--- src/rtl/fifo_param.sv ---
// Parametrised single-clock FIFO with occupancy count, programmable almost-full/empty
// thresholds, sticky overflow/underflow flags, synchronous flush and optional FWFT read.
`timescale 1ns/1ps
module fifo_param #(
  parameter int WIDTH    = 8,
  parameter int DEPTH    = 8,
  parameter int AF_LEVEL = DEPTH - 2,
  parameter int AE_LEVEL = 2,
  parameter int FWFT     = 0
) (
  input  logic             clk,
  input  logic             rst_n,
  input  logic             clr,
  input  logic             w_EN,
  input  logic [WIDTH-1:0] data_in,
  input  logic             r_EN,
  output logic [WIDTH-1:0] data_out,
  output logic             full,
  output logic             empty,
  output logic             almost_full,
  output logic             almost_empty,
  output logic [$clog2(DEPTH):0] count,
  output logic             overflow,
  output logic             underflow
);

  localparam int AW = $clog2(DEPTH);
  localparam int PW = AW + 1;

  logic [WIDTH-1:0] mem [DEPTH];

  logic [PW-1:0] wptr_q, wptr_d;
  logic [PW-1:0] rptr_q, rptr_d;
  logic [PW-1:0] count_q, count_d;
  logic          ovf_q, ovf_d;
  logic          udf_q, udf_d;
  logic          rd_acc, wr_acc;
  logic [WIDTH-1:0] head;

  assign full         = (count_q == PW'(DEPTH));
  assign empty        = (count_q == '0);
  assign almost_full  = (count_q >= PW'(AF_LEVEL));
  assign almost_empty = (count_q <= PW'(AE_LEVEL));
  assign count        = count_q;
  assign overflow     = ovf_q;
  assign underflow    = udf_q;

  // A read on a full FIFO frees the slot the same-edge write needs.
  assign rd_acc = r_EN && !empty;
  assign wr_acc = w_EN && (!full || rd_acc);
  assign head   = mem[rptr_q[AW-1:0]];

  always_comb begin
    wptr_d  = wptr_q;
    rptr_d  = rptr_q;
    count_d = count_q;
    ovf_d   = ovf_q;
    udf_d   = udf_q;
    if (clr) begin
      wptr_d  = '0;
      rptr_d  = '0;
      count_d = '0;
      ovf_d   = 1'b0;
      udf_d   = 1'b0;
    end else begin
      if (wr_acc) wptr_d = wptr_q + PW'(1);
      if (rd_acc) rptr_d = rptr_q + PW'(1);
      case ({wr_acc, rd_acc})
        2'b10:   count_d = count_q + PW'(1);
        2'b01:   count_d = count_q - PW'(1);
        default: count_d = count_q;
      endcase
      if (w_EN && !wr_acc) ovf_d = 1'b1;
      if (r_EN && empty)   udf_d = 1'b1;
    end
  end

  always_ff @(posedge clk or negedge rst_n) begin
    if (!rst_n) begin
      wptr_q  <= '0;
      rptr_q  <= '0;
      count_q <= '0;
      ovf_q   <= 1'b0;
      udf_q   <= 1'b0;
    end else begin
      wptr_q  <= wptr_d;
      rptr_q  <= rptr_d;
      count_q <= count_d;
      ovf_q   <= ovf_d;
      udf_q   <= udf_d;
    end
  end

  // Storage is deliberately left unreset; flush drops the same-cycle write.
  always_ff @(posedge clk) begin
    if (wr_acc && !clr) mem[wptr_q[AW-1:0]] <= data_in;
  end

  generate
    if (FWFT != 0) begin : g_fwft
      assign data_out = empty ? '0 : head;
    end else begin : g_reg
      logic [WIDTH-1:0] dout_q, dout_d;

      always_comb begin
        dout_d = dout_q;
        if (clr)         dout_d = '0;
        else if (rd_acc) dout_d = head;
      end

      always_ff @(posedge clk or negedge rst_n) begin
        if (!rst_n) dout_q <= '0;
        else        dout_q <= dout_d;
      end

      assign data_out = dout_q;
    end
  endgenerate

endmodule

--- config.mk ---
export PLATFORM = sky130hd
export DESIGN_NAME = fifo_param
export DESIGN_NICKNAME = d
export VERILOG_FILES = /design/src/rtl/fifo_param.sv
export SDC_FILE = /design/constraint.sdc
export NUM_CORES = 1
export LEC_CHECK = 0
export CAP_MARGIN = 10
export CORE_AREA = 2 2 79 81
export CTS_CLUSTER_SIZE = 24
export DETAILED_ROUTE_END_ITERATION = 7
export DIE_AREA = 0 0 81 83
export HOLD_SLACK_MARGIN = 0.05
export PLACE_DENSITY = 0.9
export SYNTH_ARGS = -nofsm -noshare
export SYNTH_HDL_FRONTEND = slang
export SYNTH_SLANG_ARGS = --single-unit
--- constraint.sdc ---
create_clock -name clk -period 5.06 [get_ports clk]
set_clock_uncertainty 0.05 [all_clocks]
set_input_delay 0.506 -clock clk [delete_from_list [all_inputs] [get_ports clk]]
set_output_delay 0.506 -clock clk [all_outputs]
set_load 0.02 [all_outputs]
Word level (Yosys, flattened, before mapping):

Memories as Yosys holds them, arrays and structs flattened.
Cells that the tools add are included.

* magnitude comparators: 2
* mux-type cells: 14
* reductions and logical operators: 16
* add/subtract/negate cells: 4
* eq/ne operators: 3

Operators by type and width (number)
* 4-bit 2-to-1 mux: 5
* 8-bit 2-to-1 mux: 2
* 4-bit by 1-bit adder with 4-bit output, second input constant: 3
* 4-bit one-hot mux with 2 select lines: 1
* 2-bit nonzero test: 4
* 1-bit 2-to-1 mux: 6
* 1-bit logical AND: 5
* 4-bit == test, second input constant: 1
* 4-bit by 3-bit >= comparator with 1-bit output, second input constant: 1
* 4-bit by 2-bit less-or-equal comparator with 1-bit output, second input constant: 1
* 1-bit zero test: 4
* 4-bit zero test: 1
* 4-bit by 1-bit subtractor with 4-bit output, second input constant: 1
* 3-bit nonzero test: 1
* 2-bit by 1-bit == test with 1-bit output, second input constant: 1
* 2-bit == test, second input constant: 1
* 1-bit logical OR: 1

* logic and storage cells: 46
* memory bits (writable): 64
* flip-flop bits (word level): 22
* bits of input ports: 13
* memories: 1

Memories
* mem: depth 8, bits a word 8, rd ports 1, clocked after memory_dff 0, write ports 1, RTL line 30 `logic [WIDTH-1:0] mem [DEPTH];`

Longest topological paths before layout:

* depth in word-level cells: 9
* depth in mapped cells: 9
* depth with buffers taken out: 8

Least setup slack after synthesis:

No wires, ideal clock.

* kind: register to register
* start point: register count_q[3] (netlist: count[3])
* end point: memory mem[0][0] (enable)
* buffers on the path: 1
* path slack: 2532 ps
* stages on the path, launching flop included: 6
* arrival time: 2083 ps
* setup time: 395 ps
* required time: 4615 ps
* cell sequence: dfrtp_1 -> buf_2 -> or4b_4 -> o21ai_2 -> or2_2 -> nor4_1

* word-level cells in the longest chain between the ends: 8

Ends and longest elaborated chain
* start: declaration: RTL line 34 `logic [PW-1:0] count_q, count_d;`
* start signal: assignment: RTL line 88 `count_q <= count_d;`
* 4-bit zero test: RTL line 41 `assign empty = (count_q == '0);`
* 1-bit zero test: RTL line 49 `assign rd_acc = r_EN && !empty;`
* 1-bit logical AND: RTL line 49
* 1-bit logical OR (*): RTL line 50 `assign wr_acc = w_EN && (!full || rd_acc);`
* 1-bit logical AND (*): RTL line 50
* 1-bit logical AND (*): RTL line 96 `if (wr_acc && !clr) mem[wptr_q[AW-1:0]] <= data_in;`
* 1-bit 2-to-1 mux (*): RTL line 96
* 1-bit 2-to-1 mux (implied by the code) (*): RTL line 96
* end: declaration: RTL line 30

Every way passes the cells marked *; elsewhere a longest branch is shown, timed or not.

Worst setup path after layout:

* start point: register count_q[1] (netlist: count[1])
* end point: output port full

* word-level cells in the longest chain between the ends: 1

Ends and longest elaborated chain
* 4-bit == test: RTL line 40 `assign full = (count_q == PW'(DEPTH));`
* end: declaration: RTL line 18 `output logic full,`

Every way passes these cells.

==> impl_metrics.env <==
export IMPL_start_kind="register"
export IMPL_first_iter_violations=156
export IMPL_fin_crit_sh_pct=54.6
export IMPL_stdcell_area_sq_mm=0.00406
export IMPL_rows=28
export IMPL_num_io_pins=31
export IMPL_synthFlopType="edfxtp_1"
export IMPL_vdd_drop_max_mv=0.259
export IMPL_root_buffer="clkbuf_8"
export IMPL_fin_crit_ns=2.76
export IMPL_clock_path_buffers=2
export IMPL_fin_nets=258
export IMPL_die_w_microns=81
export IMPL_globalplace_congestion=0.858
export IMPL_holdBufCountCts=0
export IMPL_cts_sinks=84
export IMPL_antenna_cells=0
export IMPL_fmax_mhz=362
export IMPL_yosysMostFrequentCell="edfxtp_1"
export IMPL_grt_use_total_pct=20.3
export IMPL_viasPerCell=6.03
export IMPL_synth_area_leaders="edfxtp_1, dfrtp_1, mux4_2"
export IMPL_grt_antenna_before_repair=0
export IMPL_grt_pass1_wl_microns=9920
export IMPL_synth_cell_types=38
export IMPL_power_density_mw_per_mm2=464
export IMPL_rsz0062_at_grt="no"
export IMPL_synth_warnings=0
export IMPL_slew_viol_final=0
export IMPL_syn_inst=209
export IMPL_route_detailed_drc=0
export IMPL_first_global_vias=1922
export IMPL_start_util_pct=60.4
export IMPL_yosysTopAreaCell="edfxtp_1"
export IMPL_synth_enable_flop_cells=64
export IMPL_power_uw=1880
export IMPL_yosys_top_cells_count="edfxtp_1, nor2_1, dfrtp_1"
export IMPL_cts_resized=0
export IMPL_synth_seq_area_share_pct=69.0
export IMPL_hpwl_microns=4190
export IMPL_path_clk_slew_ns=0.08
export IMPL_wl_per_cell_microns=19.4
export IMPL_ctsHtreeMaxLevel=3
export IMPL_num_vias=1931
export IMPL_placed_area_sq_mm=0.00386
export IMPL_drive_above_1_share_pct=17.1
export IMPL_grt_most_used_layer="met2"
export IMPL_coreArea_sq_mm=0.00582
export IMPL_setup_viol=0
export IMPL_crit_arrival_ns=2.21
export IMPL_cts_tree="built"
export IMPL_syn_nets=227
export IMPL_tightest_slew_ns=1.19
export IMPL_drt_pass1_iterations=5
export IMPL_dieArea_sq_mm=0.00672
export IMPL_hp_class="register to register"
export IMPL_drv_cap=0
export IMPL_use_met2_pct=32.2
export IMPL_synth_async_sr_flop_share_pct=23.8
export IMPL_status="completed"
export IMPL_clock_latency_ns=0.34
export IMPL_grt_max_degree=26
export IMPL_cp_end_kind="output pin"
export IMPL_portBuffers=30
export IMPL_fin_setup_tns_ns=0
export IMPL_die_height_microns=83
export IMPL_hold_viol=0
export IMPL_syn_area_sq_mm=0.00351
export IMPL_ys_seq_elements=84
export IMPL_numCtsBuffers=9
export IMPL_postRouteAntennaNets=0
export IMPL_syn_to_final_growth_pct=15.6
export IMPL_leakage_uw=0.00138
export IMPL_critPathMaxFanout=11
export IMPL_setup_worst_path_class="register to output pin"
export IMPL_grt_overflow=0
export IMPL_slew_headroom_pct=20.1
export IMPL_required_ns=4.50
export IMPL_synth_top_area_share_pct=54.7
export IMPL_syn_avg_cell_area_sq_um=16.8
export IMPL_grt_util_met3_pct=3.59
export IMPL_met1_usage_pct=27.8
export IMPL_cts_setup_buffers=0
export IMPL_totalWireLength_microns=6220
[logic make-up after synthesis]
| kind of cell | Yosys count | share of synthesized area (%) |
|---|---|---|
| flip-flops | 84 | 69.0 |
| multiplexers | 28 | 13.7 |
| XOR/XNOR | 4 | 0.998 |
| adder cells (fa/ha/maj) | 5 | 2.00 |
| AO/OA/AOI/OAI | 25 | 5.67 |
| AND/OR/NAND/NOR | 46 | 6.24 |
| buffers and inverters | 17 | 2.42 |
[path summary, 6_finish.rpt]
path	from	end	slack, ns	cells past startpoint
worst max-delay path	count[1]	full	2.30	3
worst min-delay path	underflow	underflow	0.46	2
worst max register to register	count[1]	count[3]	2.40	8
worst min register to register	underflow	underflow	0.46	2
max in group asynchronous	rst_n	data_out[5]	3.81	1
min in group asynchronous	rst_n	data_out[6]	0.60	1
[metal layers]
layer,vias up,share of wire (%)
met5,-,0
met4,0,1.5
met3,11,6.6
met2,77,53
met1,972,39
li1,871,-
[through the flow]
step	std cells	setup slack (ns)	utilization [%]	hold slack, ns
finish	320	2.30	69.8	0.461
global route	320	2.21	69.8	0.472
CTS	320	2.29	69.8	0.457
detailed placement	304	1.95	66.3	0.438
global placement	304	2.09	66.3	0.428
floorplan	209	2.53	-	0.160
[registers in the layout, summed over array words and instances (netlist names)]
register   count
count          4
data_out       8
mem           64
overflow       1
rptr_q         3
underflow      1
wptr_q         3
[power by group]
part	internal, uW	leakage [uW]	switching, uW
sequential	798	0.000848	69.5
combinational	266	0.000438	279
clock	230	0.0000958	241
total	1290	0.00138	590
[layout by cell type (no fill, tap or decap), types with 2 or more instances in the layout]
cell and instances:
mux2i_1 12, nor3_1 3, nand2_1 6, dfrtp_1 20, o211ai_1 2, nor4_1 3, inv_2 2, nor2_1 26
a31oi_1 2, xor2_1 3, a21oi_1 3, clkinv_4 2, clkinvlp_4 2, mux4_2 16, inv_1 2, edfxtp_1 64
nor2b_1 2, ha_1 4, a211oi_1 10, clkbuf_8 9, buf_4 3, clkdlybuf4s50_1 30
[area by class of cell]
cell class | count | area, sq um
sequential | 84 | 2420
fill | 389 | 1760
multi-input combinational | 108 | 1000
timing repair buffer | 33 | 323
clock buffer | 9 | 124
tap | 75 | 93.8
clock inverter | 7 | 76.3
inverter | 4 | 15.0
[worst max-delay path: stages (launching register included)]
cell and delay (ns):
dfrtp_1 0.52, or4b_4 0.65, inv_2 0.09, clkdlybuf4s50_1 0.60
Note: power is estimated with default switching activity, not from simulation.
